<file path="src/rtl/reg_bank.sv">
`default_nettype none
// +--------------------------------------------------------------------------+
// | Module      : reg_bank                                                   |
// | Description : Two-read/one-write register bank with reset-time clearing  |
// |               walk and registered, valid-qualified read path.            |
// |               Optional macro REG_BANK_BYPASS_EN forwards same-cycle      |
// |               write data to a colliding read port.                       |
// | Revision    : 1.0  initial release                                       |
// +--------------------------------------------------------------------------+
module reg_bank #(
    parameter int DEPTH  = 256,
    parameter int ADDR_W = 8,
    parameter int DATA_W = 8
) (
    input  logic              clk,
    input  logic              reset,
    input  logic              regWriteEnable,
    input  logic              regReadEnable,
    input  logic [ADDR_W-1:0] adr_1,
    input  logic [ADDR_W-1:0] adr_2,
    input  logic [ADDR_W-1:0] adr_3,
    input  logic [DATA_W-1:0] WriteData,
    output logic [DATA_W-1:0] rd_data_1,
    output logic [DATA_W-1:0] rd_data_2,
    output logic              rd_valid,
    output logic              busy,
    output logic              addr_err
);

    localparam int IDX_W = (DEPTH > 1) ? $clog2(DEPTH) : 1;

    localparam logic [0:0]        c_init  = 1'b0;
    localparam logic [0:0]        c_ready = 1'b1;
    localparam logic [ADDR_W:0]   c_depth = (ADDR_W+1)'(DEPTH);
    localparam logic [IDX_W-1:0]  c_last  = IDX_W'(DEPTH - 1);

    logic [0:0]        state_q,      state_d;
    logic [IDX_W-1:0]  init_ptr_q,   init_ptr_d;
    logic [DATA_W-1:0] rd_data_1_q,  rd_data_1_d;
    logic [DATA_W-1:0] rd_data_2_q,  rd_data_2_d;
    logic              rd_valid_q,   rd_valid_d;
    logic              addr_err_q,   addr_err_d;

    logic [DATA_W-1:0] mem_q [DEPTH];

    logic              w_in_1, w_in_2, w_in_3;
    logic [DATA_W-1:0] w_rd_1, w_rd_2;
    logic              w_mem_wr_en;
    logic [IDX_W-1:0]  w_mem_wr_idx;
    logic [DATA_W-1:0] w_mem_wr_data;

    // Range checks use one extra bit so DEPTH=256 compares correctly.
    always_comb begin
        w_in_1 = ({1'b0, adr_1} < c_depth);
        w_in_2 = ({1'b0, adr_2} < c_depth);
        w_in_3 = ({1'b0, adr_3} < c_depth);

        w_rd_1 = w_in_1 ? mem_q[adr_1[IDX_W-1:0]] : '0;
        w_rd_2 = w_in_2 ? mem_q[adr_2[IDX_W-1:0]] : '0;
`ifdef REG_BANK_BYPASS_EN
        if (regWriteEnable && w_in_3 && w_in_1 && (adr_1 == adr_3)) begin
            w_rd_1 = WriteData;
        end
        if (regWriteEnable && w_in_3 && w_in_2 && (adr_2 == adr_3)) begin
            w_rd_2 = WriteData;
        end
`endif
    end

    always_comb begin
        state_d       = state_q;
        init_ptr_d    = init_ptr_q;
        rd_data_1_d   = rd_data_1_q;
        rd_data_2_d   = rd_data_2_q;
        rd_valid_d    = 1'b0;
        addr_err_d    = 1'b0;
        w_mem_wr_en   = 1'b0;
        w_mem_wr_idx  = init_ptr_q;
        w_mem_wr_data = '0;

        case (state_q)
            c_init: begin
                w_mem_wr_en = 1'b1;
                if (init_ptr_q == c_last) begin
                    state_d    = c_ready;
                    init_ptr_d = '0;
                end else begin
                    init_ptr_d = init_ptr_q + IDX_W'(1);
                end
            end
            c_ready: begin
                if (regReadEnable) begin
                    rd_data_1_d = w_rd_1;
                    rd_data_2_d = w_rd_2;
                    rd_valid_d  = 1'b1;
                end
                if (regWriteEnable && w_in_3) begin
                    w_mem_wr_en   = 1'b1;
                    w_mem_wr_idx  = adr_3[IDX_W-1:0];
                    w_mem_wr_data = WriteData;
                end
                addr_err_d = (regReadEnable && (!w_in_1 || !w_in_2)) ||
                             (regWriteEnable && !w_in_3);
            end
            default: begin
                state_d = c_init;
            end
        endcase
    end

    always_ff @(posedge clk or posedge reset) begin
        if (reset) begin
            state_q     <= c_init;
            init_ptr_q  <= '0;
            rd_data_1_q <= '0;
            rd_data_2_q <= '0;
            rd_valid_q  <= 1'b0;
            addr_err_q  <= 1'b0;
        end else begin
            state_q     <= state_d;
            init_ptr_q  <= init_ptr_d;
            rd_data_1_q <= rd_data_1_d;
            rd_data_2_q <= rd_data_2_d;
            rd_valid_q  <= rd_valid_d;
            addr_err_q  <= addr_err_d;
        end
    end

    // Storage has no reset; the init walk clears it after every reset.
    always_ff @(posedge clk) begin
        if (w_mem_wr_en) begin
            mem_q[w_mem_wr_idx] <= w_mem_wr_data;
        end
    end

    assign rd_data_1 = rd_data_1_q;
    assign rd_data_2 = rd_data_2_q;
    assign rd_valid  = rd_valid_q;
    assign addr_err  = addr_err_q;
    assign busy      = (state_q == c_init);

endmodule
`default_nettype wire

</file>
<file path="config.mk">
export PLATFORM = sky130hd
export DESIGN_NAME = reg_bank
export DESIGN_NICKNAME = d
export VERILOG_FILES = /design/src/rtl/reg_bank.sv
export SDC_FILE = /design/constraint.sdc
export NUM_CORES = 2
export LEC_CHECK = 0
export CORE_UTILIZATION = 55
export CTS_CLUSTER_DIAMETER = 80
export DETAILED_ROUTE_END_ITERATION = 7
export PLACE_DENSITY = 0.75
export SLEW_MARGIN = 20
export SYNTH_ARGS = -nofsm -noshare
export SYNTH_HDL_FRONTEND = slang
export SYNTH_SLANG_ARGS = --single-unit
</file>
<file path="constraint.sdc">
create_clock -name clk -period 5.02 [get_ports clk]
set_input_delay 0.502 -clock clk [delete_from_list [all_inputs] [get_ports clk]]
set_output_delay 0.502 -clock clk [all_outputs]
set_load 0.01 [all_outputs]
</file>
==> impl_metrics.tcl <==
set metrics [dict create \
    power_density_nw_per_um2 332 \
    cp_data_arrival_time_ps 4840 \
    hold_class "input pin to async pin" \
    gp_congestion 1.09 \
    synthesis.nets 5569 \
    cp-end-kind "flop" \
    outcome "completed" \
    synth_top_area_cell "edfxtp_1" \
    power_leakage_uw 0.0296 \
    p_switching_uw 8080 \
    cell_internal_pwr_uw 27900 \
    p_total_uw 36000 \
    cts_setup_buffers 0 \
    ys_types 79 \
    clkTransAtPathRegs_ps 70 \
    dp.cells 7819 \
    sw_frac_of_total 0.224 \
    synth_area_per_cell_sq_um 17.8 \
    peakVddDrop_v 0.000302 \
    wl_per_cell_um 39.4 \
    cp_max_fo 18 \
    first_pass_iters 7 \
    holdBufCountCts 0 \
    period_minus_slack_ps 4350 \
    setup_viol 0 \
    drc 0 \
    worst_path_largest_cell_delay_ps 970 \
    dieWidth_um 425 \
    ys_warn_count 0 \
    ant_nets 0 \
    grt_pass1_wl_mm 455 \
    slowest_stage "o31ai_1" \
    relSlewSlack 0.126 \
    place_hpwl_mm 213 \
    fin_crit_sh 0.867 \
    ios 55 \
    seqPwrFrac 0.520 \
    drive_gt1_frac 0.236 \
    syn2layout_area_growth_pct 10.5 \
    initial_core_util 0.556 \
    cts_buffers 203 \
    grt_max_degree 161 \
    r2r_cells 5 \
    clkPwrFrac 0.426 \
    holdWs_ps 75.6 \
    ys_ff_latch 2074 \
    vias_per_cell 7.59 \
    hold_viol 0 \
    worstMarginPinSlew_ps 1280 \
    dr_total_vias 62336 \
    first_iter_violations 10641 \
    cts_resized 0 \
    syn_inst 5532 \
    clockBufferDepth 3 \
    synth_top_area_frac 0.626 \
    die_area_sq_um 180000 \
    cts_max_level 4 \
    worstPathRequired_ps 5500 \
    chipHeight_um 425 \
    drv_cap 0 \
    crit_type "flop to flop" \
    cts.sink_count 2074 \
    startpoint_type "flop" \
    synth-async-reset-ratio 0.0125 \
    fin_cells 8209 \
    clock_latency_ps 880 \
    synth_area_sq_um 98200 \
    synth_ff_type "edfxtp_1" \
    core.rowCount 154 \
    antenna_found_initial 20 \
    grtUsageTotal 0.359 \
    fin_setup_tns_ps 0 \
    final_design_area_no_fill_sq_um 109000 \
    synth_area_leaders "edfxtp_1 63%, mux4_2 16%, mux2i_1 6.2%, mux4_1 1.8%, o22ai_1 1.4%" \
    port_buffers 53 \
    crit_chain "buf_4 -> and2_1 -> o31ai_1 -> nand2_1 -> nor2_1" \
    wl_mm 323 \
    cts_tree "yes" \
    p_comb_frac 0.054 \
    fin_skew_ps 36.1 \
    clock.fmax_mhz 230 \
    placed_area_sq_um 102000 \
    core_region_area_sq_um 177000 \
    finalMaxSlewViolations 0 \
    seq_area_frac_synth 0.633 \
    grt_pass1_vias 61378 \
    synth_most_common_cell "edfxtp_1" \
    rsz0062_at_grt "false" \
    synth_edf_count 2048 \
    root_buffer "clkbuf_16" \
    synth_common_cells "2,048 x edfxtp_1, 690 x mux4_2, 611 x mux2i_1, 329 x nor2_1, 224 x o22ai_1" \
    final_net_count 5722 \
    grt_overflow 0 \
]
cell usage in the layout (no fill, tap or decap), drive strengths merged, types with 45 or more instances in the layout:
cell	synthesis	routed
clkdlybuf4s50	0	45
clkinv	1	92
nand2	198	198
o221ai	97	97
mux2i	611	611
o21ai	79	79
nor3	56	56
a21oi	99	99
edfxtp	2048	2048
a22oi	115	115
nand3	59	59
a211oi	78	78
o22ai	225	225
buf	276	344
nor2	329	329
mux4	759	759
clkbuf	165	242
per-stage QoR:
step | setup WS, ps | util
2_1_floorplan | 14.8 | -
5_1_grt | 615 | 0.614
3_3_place_gp | 252 | 0.577
6_report | 665 | 0.615
4_1_cts | 898 | 0.614
3_5_place_dp | 126 | 0.577
power by group through the flow:
stage               clock, uW  sequential [uW]  combinational [uW]
floorplan                   0            19100                1240
global placement            0            19100                1870
detailed placement          0            19100                1880
CTS                     15300            18700                1880
global route            15900            18700                1970
finish                  15300            18700                1960
worst max-delay path, delay by kind of cell (launching register included):
kind                   cells  cell delay, ps
buffers and inverters      1             290
and+or+nand+nor            3            2140
AOI/OAI and AO/OA          1             970
DFF                        1             530
worst paths after layout:
kind / slack, ps / startpoint / end
worst max-delay path: 670 / state_q / mem_q[5][1]
worst min-delay path: 80 / reset / rd_valid
worst max register to register: 670 / state_q / mem_q[5][1]
worst min register to register: 630 / init_ptr_q[2] / init_ptr_q[2]
max in group asynchronous: 4560 / reset / rd_data_1[2]
min in group clk: 600 / WriteData[3] / mem_q[172][3]
registers in the layout (all words and copies together), names as in the netlist:
| register | flops |
|---|---|
| state_q | 1 |
| mem_q | 2048 |
| rd_data_2 | 8 |
| rd_data_1 | 8 |
| init_ptr_q | 8 |
| rd_valid | 1 |
layer usage:
| layer | wire [um] | track usage |
|---|---|---|
| met1 | 109000 | 0.466 |
| met2 | 145000 | 0.531 |
| met3 | 46200 | 0.118 |
| met4 | 22600 | 0.211 |
| met5 | 216 | 0.00238 |
cell families (layout without fill, tap and decap cells):
| kind of cell | Yosys count | count (layout) | synth area share |
|---|---|---|---|
| flops | 2074 | 2074 | 0.633 |
| mux | 1380 | 1380 | 0.240 |
| compound gates | 847 | 847 | 0.0601 |
| simple gates | 777 | 777 | 0.0354 |
| buf+inv | 448 | 771 | 0.0315 |
| xor+xnor | 4 | 4 | 0.000357 |
| fa+ha+maj | 1 | 1 | 0.000127 |
| other cells | 1 | 15 | 0.0000382 |
layout make-up:
cell class / instances / area [sq um]
Clock inverter: 133 / 1290
Timing Repair Buffer: 389 / 3730
Tap cell: 2340 / 2930
Fill cell: 12209 / 68100
Sequential cell: 2074 / 62100
Clock buffer: 242 / 5290
Multi-Input combinational cell: 3010 / 33100
Inverter: 7 / 31.3
Antenna cell: 14 / 35.0
Power figures use the tool's default switching activity.
